===== config.mk =====
export PLATFORM = sky130hd
export DESIGN_NAME = ddr_rx_gearbox_flat
export DESIGN_NICKNAME = d
export VERILOG_FILES = /design/src/rtl/ddr_rx_pkg.sv /design/src/rtl/ddr_rx_gearbox_if.sv /design/src/rtl/ddr_rx_word_fifo.sv /design/src/rtl/ddr_rx_gearbox.sv /design/src/flat_wrapper.sv
export SDC_FILE = /design/constraint.sdc
export NUM_CORES = 1
export LEC_CHECK = 0
export CORE_UTILIZATION = 60
export CTS_CLUSTER_DIAMETER = 30
export DETAILED_ROUTE_END_ITERATION = 8
export PLACE_DENSITY = 0.83
export REMOVE_ABC_BUFFERS = 1
export SYNTH_ARGS = -nofsm -noshare
export SYNTH_HDL_FRONTEND = slang
export SYNTH_HIERARCHICAL = 1
export SYNTH_SLANG_ARGS = --single-unit

===== constraint.sdc =====
create_clock -name SCLK -period 6.2 [get_ports SCLK]
set_clock_uncertainty 0.1 [all_clocks]
set_input_delay 1.24 -clock SCLK [delete_from_list [all_inputs] [get_ports SCLK]]
set_output_delay 1.24 -clock SCLK [all_outputs]
set_load 0.01 [all_outputs]

===== src/rtl/ddr_rx_pkg.sv =====
// Shared constants and types for the DDR receive gearbox.
// Word width, bits per DDR beat and the FIFO entry type live here.
package ddr_rx_pkg;

  localparam int WORD_W = 8;
  localparam int BEAT_W = 2;

  typedef logic [WORD_W-1:0] fifo_entry_t;

endpackage


===== src/rtl/ddr_rx_gearbox_if.sv =====
// Bus bundle for ddr_rx_gearbox: DDR beat input side and word output handshake.
// The slave modport is the gearbox view, the master modport is the source/sink view.
interface ddr_rx_gearbox_if;
  import ddr_rx_pkg::*;

  logic        in_valid;
  logic        Q0;
  logic        Q1;
  logic        bitslip;
  fifo_entry_t out_data;
  logic        out_valid;
  logic        out_ready;

  modport slave (
    input  in_valid, Q0, Q1, bitslip, out_ready,
    output out_data, out_valid
  );

  modport master (
    output in_valid, Q0, Q1, bitslip, out_ready,
    input  out_data, out_valid
  );

endinterface


===== src/rtl/ddr_rx_word_fifo.sv =====
// Word FIFO with registered head: out_data/out_valid come straight from flops.
// A push into a full FIFO is accepted only when the head is popped in the same cycle.
module ddr_rx_word_fifo
  import ddr_rx_pkg::*;
#(
  parameter int FIFO_DEPTH = 2
) (
  input  logic        SCLK,
  input  logic        RST,
  input  logic        in_valid,
  output logic        in_ready,
  input  fifo_entry_t in_data,
  output logic        out_valid,
  input  logic        out_ready,
  output fifo_entry_t out_data
);

  localparam int PTR_W = $clog2(FIFO_DEPTH);
  localparam int CNT_W = PTR_W + 1;

  fifo_entry_t      mem [FIFO_DEPTH];
  logic [PTR_W-1:0] wr_ptr_reg;
  logic [PTR_W-1:0] rd_ptr_reg;
  logic [PTR_W-1:0] rd_ptr_next;
  logic [CNT_W-1:0] count_reg;
  logic [CNT_W-1:0] count_next;
  fifo_entry_t      head_next;
  fifo_entry_t      out_data_reg;
  logic             out_valid_reg;
  logic             full;
  logic             push;
  logic             pop;

  assign full        = (count_reg == CNT_W'(FIFO_DEPTH));
  assign pop         = out_valid_reg && out_ready;
  assign in_ready    = !full || pop;
  assign push        = in_valid && in_ready;
  assign rd_ptr_next = rd_ptr_reg + PTR_W'(pop);

  always_comb begin
    count_next = count_reg;
    if (push && !pop) begin
      count_next = count_reg + CNT_W'(1);
    end else if (!push && pop) begin
      count_next = count_reg - CNT_W'(1);
    end
    // When the new head slot is the one being written now, bypass the array.
    if (push && (wr_ptr_reg == rd_ptr_next)) begin
      head_next = in_data;
    end else begin
      head_next = mem[rd_ptr_next];
    end
  end

  always_ff @(posedge SCLK) begin
    if (push) begin
      mem[wr_ptr_reg] <= in_data;
    end
  end

  always_ff @(posedge SCLK or posedge RST) begin
    if (RST) begin
      wr_ptr_reg    <= '0;
      rd_ptr_reg    <= '0;
      count_reg     <= '0;
      out_data_reg  <= '0;
      out_valid_reg <= 1'b0;
    end else begin
      if (push) begin
        wr_ptr_reg <= wr_ptr_reg + PTR_W'(1);
      end
      rd_ptr_reg    <= rd_ptr_next;
      count_reg     <= count_next;
      out_valid_reg <= (count_next != '0);
      if (count_next != '0) begin
        out_data_reg <= head_next;
      end
    end
  end

  assign out_valid = out_valid_reg;
  assign out_data  = out_data_reg;

endmodule


===== src/rtl/ddr_rx_gearbox.sv =====
// DDR 2-bit-per-beat to 8-bit word gearbox with output FIFO and sticky overflow.
// Define DDR_RX_GEARBOX_BITSLIP_EN to enable word-boundary bitslip (10-bit shift register).
module ddr_rx_gearbox
  import ddr_rx_pkg::*;
#(
  parameter int FIFO_DEPTH = 2
) (
  input  logic              SCLK,
  input  logic              RST,
  ddr_rx_gearbox_if.slave   bus,
  input  logic              clr_ovf,
  output logic              overflow
);

`ifdef DDR_RX_GEARBOX_BITSLIP_EN
  localparam int SR_W = WORD_W + BEAT_W;
`else
  localparam int SR_W = WORD_W;
`endif

  logic [SR_W-1:0] sr_reg;
  logic [SR_W-1:0] sr_next;
  logic [SR_W-1:0] sr_shift;
  logic [3:0]      cnt_reg;
  logic [3:0]      cnt_next;
  logic [3:0]      cnt_sum;
  fifo_entry_t     word;
  logic            word_valid;
  logic            fifo_in_ready;
  logic            fifo_out_valid;
  fifo_entry_t     fifo_out_data;
  logic            overflow_reg;
`ifdef DDR_RX_GEARBOX_BITSLIP_EN
  logic            slip_reg;
  logic            slip_next;
`endif

  always_comb begin
    sr_next    = sr_reg;
    sr_shift   = sr_reg;
    cnt_next   = cnt_reg;
    cnt_sum    = cnt_reg;
    word       = '0;
    word_valid = 1'b0;
`ifdef DDR_RX_GEARBOX_BITSLIP_EN
    slip_next  = slip_reg;
    if (bus.bitslip) begin
      slip_next = 1'b1;
    end
    if (bus.in_valid) begin
      // A pending or same-cycle slip drops Q0, delaying the boundary by one bit.
      if (slip_reg || bus.bitslip) begin
        sr_shift  = {sr_reg[SR_W-2:0], bus.Q1};
        cnt_sum   = cnt_reg + 4'd1;
        slip_next = 1'b0;
      end else begin
        sr_shift = {sr_reg[SR_W-3:0], bus.Q0, bus.Q1};
        cnt_sum  = cnt_reg + 4'd2;
      end
    end
`else
    if (bus.in_valid) begin
      sr_shift = {sr_reg[SR_W-3:0], bus.Q0, bus.Q1};
      cnt_sum  = cnt_reg + 4'd2;
    end
`endif
    if (bus.in_valid) begin
      sr_next  = sr_shift;
      cnt_next = cnt_sum;
      if (cnt_sum >= 4'd8) begin
        word_valid = 1'b1;
        cnt_next   = cnt_sum - 4'd8;
`ifdef DDR_RX_GEARBOX_BITSLIP_EN
        // With nine bits held, the newest one is the leftover for the next word.
        word = cnt_sum[0] ? sr_shift[WORD_W:1] : sr_shift[WORD_W-1:0];
`else
        word = sr_shift;
`endif
      end
    end
  end

  always_ff @(posedge SCLK or posedge RST) begin
    if (RST) begin
      sr_reg       <= '0;
      cnt_reg      <= '0;
      overflow_reg <= 1'b0;
`ifdef DDR_RX_GEARBOX_BITSLIP_EN
      slip_reg     <= 1'b0;
`endif
    end else begin
      sr_reg  <= sr_next;
      cnt_reg <= cnt_next;
`ifdef DDR_RX_GEARBOX_BITSLIP_EN
      slip_reg <= slip_next;
`endif
      // A drop in the same cycle as clr_ovf wins so no event is lost.
      if (word_valid && !fifo_in_ready) begin
        overflow_reg <= 1'b1;
      end else if (clr_ovf) begin
        overflow_reg <= 1'b0;
      end
    end
  end

  ddr_rx_word_fifo #(
    .FIFO_DEPTH (FIFO_DEPTH)
  ) u_fifo (
    .SCLK      (SCLK),
    .RST       (RST),
    .in_valid  (word_valid),
    .in_ready  (fifo_in_ready),
    .in_data   (word),
    .out_valid (fifo_out_valid),
    .out_ready (bus.out_ready),
    .out_data  (fifo_out_data)
  );

  assign bus.out_valid = fifo_out_valid;
  assign bus.out_data  = fifo_out_data;
  assign overflow      = overflow_reg;

endmodule


===== src/flat_wrapper.sv =====
// flat-port wrapper written by rule: the top's interface ports become plain ports
module ddr_rx_gearbox_flat import ddr_rx_pkg::*;
#(
  parameter int FIFO_DEPTH = 2
)
  (SCLK, RST, clr_ovf, overflow, bus_in_valid, bus_Q0, bus_Q1, bus_bitslip, bus_out_ready, bus_out_data, bus_out_valid);
  ddr_rx_gearbox_if bus_i ();
  input  logic SCLK;
  input  logic RST;
  input  logic clr_ovf;
  output logic overflow;
  input wire logic [$bits(bus_i.in_valid)-1:0] bus_in_valid;
  input wire logic [$bits(bus_i.Q0)-1:0] bus_Q0;
  input wire logic [$bits(bus_i.Q1)-1:0] bus_Q1;
  input wire logic [$bits(bus_i.bitslip)-1:0] bus_bitslip;
  input wire logic [$bits(bus_i.out_ready)-1:0] bus_out_ready;
  output wire logic [$bits(bus_i.out_data)-1:0] bus_out_data;
  output wire logic [$bits(bus_i.out_valid)-1:0] bus_out_valid;
  assign bus_i.in_valid = bus_in_valid;
  assign bus_i.Q0 = bus_Q0;
  assign bus_i.Q1 = bus_Q1;
  assign bus_i.bitslip = bus_bitslip;
  assign bus_i.out_ready = bus_out_ready;
  assign bus_out_data = bus_i.out_data;
  assign bus_out_valid = bus_i.out_valid;
  ddr_rx_gearbox #(.FIFO_DEPTH(FIFO_DEPTH)) u_core (.SCLK(SCLK), .RST(RST), .bus(bus_i), .clr_ovf(clr_ovf), .overflow(overflow));
endmodule

==> metrics.cfg <==
[worst_setup_path]
r2r_slack_ps=3300
cp.depth=7
worstSetupPathType=in -> reg
cp.required_ps=6320
r2r_cells=7
cp_slowest_cell=clkdlybuf4s50_1
reg2reg_to=u_core/u_fifo/out_data[3]
slowest_delay_ps=810
path_cells=clkdlybuf4s50_1 > nand2_2 > inv_1 > and3b_4 > a2111oi_4 > or2_1 > o31ai_2
cp-end-kind=register
crit_start=bus_in_valid
r2r-start=u_core/cnt_reg[1]
crit_path_max_fanout=24
endpoint=u_core/u_fifo/out_data[3]
cp.arrival_ps=4080
crit_buf_inv=2
cp_top_family=buffers and inverters
startpoint_type=input pin

[cells_and_area]
finalNonFillerCells=187
n_antenna_cell=0
final_area_um2=2070
final_util=0.737
largest_register_ff_count=16
drive_above_1_share=0.199
area_growth_pct=13.9
fin_nets=165

[sta]
finalCritPeriodShare=0.639
worstMarginPinSlew_ps=635
fmax_mhz=252
fin_crit_ps=3960
fin_setup_tns_ps=0
final_hold_viol_count=0
setup_ws_ps=2240
setup_viol=0
holdWs_ps=378
drv_slew=0
max_slew_margin=0.576
rsz0062_at_grt=false

[global_route]
grt_pass1_vias=1075
grt_max_degree=25
overflow=0
grt_usage=0.211
antenna_found_initial=0
grt_pass1_wl_um=5030

[synthesis]
synth.area.top_cells=dfrtp_1 30%, edfxtp_1 26%, and3_1 5.9%
synth_top_family_by_area=compound AO/OA/AOI/OAI gates
ys_seq_area_frac=0.568
muxShareOfSynthArea=0.0551
yosysUniqueCellTypes=34
synth_simple_gate_area_share=0.132
synth_xor_area_frac=0.0193
post_synth.cell_area_avg_um2=13.3
synth_compound_area_frac=0.171
synthAdderAreaFrac=0.0138
synth_top_cell_by_area=dfrtp_1
synth_area_um2=1820
syn_inst=137
synth_top_area_frac=0.303
yosys_warnings=6
ys_seq_elements=38

[place]
io_buffers=16
pre_cts_ws_ps=1890
dp.cells=179
place_hpwl_um=2240
place_area_um2=1970
globalplace.congestion=0.796

[floorplan]
die_w_um=57.0
core_um2=2810
num_rows=19
chipHeight_um=57.0
io-pin-count=18
start_util=0.647
die-area_um2=3250

[clocking]
clock_sinks=38
ctsResizeCount=0
cts_setup_buffers=0
h-tree-depth=2
postCtsHoldBufs=0
path_clk_slew_ps=110
root_buffer=clkbuf_4
tritoncts=done
clock_path_buffers=2
clock_latency_ps=350
cts-buffers-inserted=5

[pwr]
power.net_switching_uw=364
p_seq_frac=0.371
peakVddDrop_uv=261
combPwrFrac=0.434
clock_power_share=0.195
finalPower_mw=1.05
internal-power_uw=682
p_sw_frac=0.348
p_per_area_nw_per_um2=506
power.static_leakage_nw=0.832

[route]
drt_iter0_markers=31
antenna_left=0
firstDrtPassIters=6
avgViaCountPerCell=6.00
drcViolationCount=5
vias=1122
drt_wl_total_um=2960
wl_per_cell_um=15.9

[status]
status=complete, but fails checks
violations=design-rule violations

[min_path]
hold_path.class=reg -> reg

[job]
cap_violations=0

cells by family after synthesis:
kind of cell,after synthesis
muxes,9
AOI/OAI and AO/OA,34
xor gates and xnor gates,4
buffers and inverters,12
and+or+nand+nor,38
adders and majority gates,2
DFF,38
synth_stat cells (all sizes together):
library cell / n
a2111oi: 1
a21bo: 1
a21oi: 3
a221oi: 8
a32o: 1
and2: 2
and3: 17
and3b: 1
buf: 4
dfrtp: 22
dlygate4sd1: 1
edfxtp: 16
ha: 2
inv: 7
mux2: 8
mux2i: 1
nand2: 5
nand3b: 1
nor2: 2
nor2b: 1
nor3b: 8
o211ai: 1
o21ai: 9
o22ai: 1
o31ai: 9
or2: 1
xnor2: 3
xor2: 1
power by group through the flow:
stage               sequential (mW)  clock, mW  combinational, mW
finish                        0.388      0.204              0.454
global route                  0.398      0.219              0.498
CTS                           0.389      0.209              0.456
detailed placement            0.395          0              0.452
global placement              0.389          0              0.435
floorplan                     0.400          0              0.313
cells in the final DEF (no fill, tap or decap), drive strengths merged, types with 2 or more instances in the layout:
master	instances
dfrtp	22
and3	17
clkdlybuf4s50	16
edfxtp	16
o21ai	9
o31ai	9
mux2	8
a221oi	8
nor3b	8
inv	7
clkbuf	5
nand2	5
xnor2	3
a21oi	3
bufinv	2
ha	2
and2	2
nor2	2
worst min-delay path by stage:
stage	depth (start not counted)	start	to	slack [ps]
floorplan	1	u_core/cnt_reg[1]	u_core/cnt_reg[1]	340
global placement	1	u_core/cnt_reg[1]	u_core/cnt_reg[1]	360
detailed placement	1	u_core/cnt_reg[1]	u_core/cnt_reg[1]	360
CTS	1	u_core/cnt_reg[1]	u_core/cnt_reg[1]	380
global route	1	u_core/cnt_reg[1]	u_core/cnt_reg[1]	410
finish	1	u_core/cnt_reg[1]	u_core/cnt_reg[1]	380
metal layers:
| metal | up-vias | track usage | part of all wire |
|---|---|---|---|
| met5 | - | 0 | 0 |
| met4 | 0 | 0.0767 | 0.0094 |
| met3 | 4 | 0.0748 | 0.041 |
| met2 | 20 | 0.341 | 0.52 |
| met1 | 538 | 0.265 | 0.43 |
| li1 | 560 | - | - |
layout make-up:
class | instances | area (um^2)
sequential | 38 | 1030
inverter | 7 | 26.3
timing repair buffer | 16 | 160
clock buffer | 5 | 37.5
fill | 200 | 737
multi-input combinational | 87 | 711
tap | 31 | 38.8
clock inverter | 3 | 63.8
(Power assumes the default switching activity.)
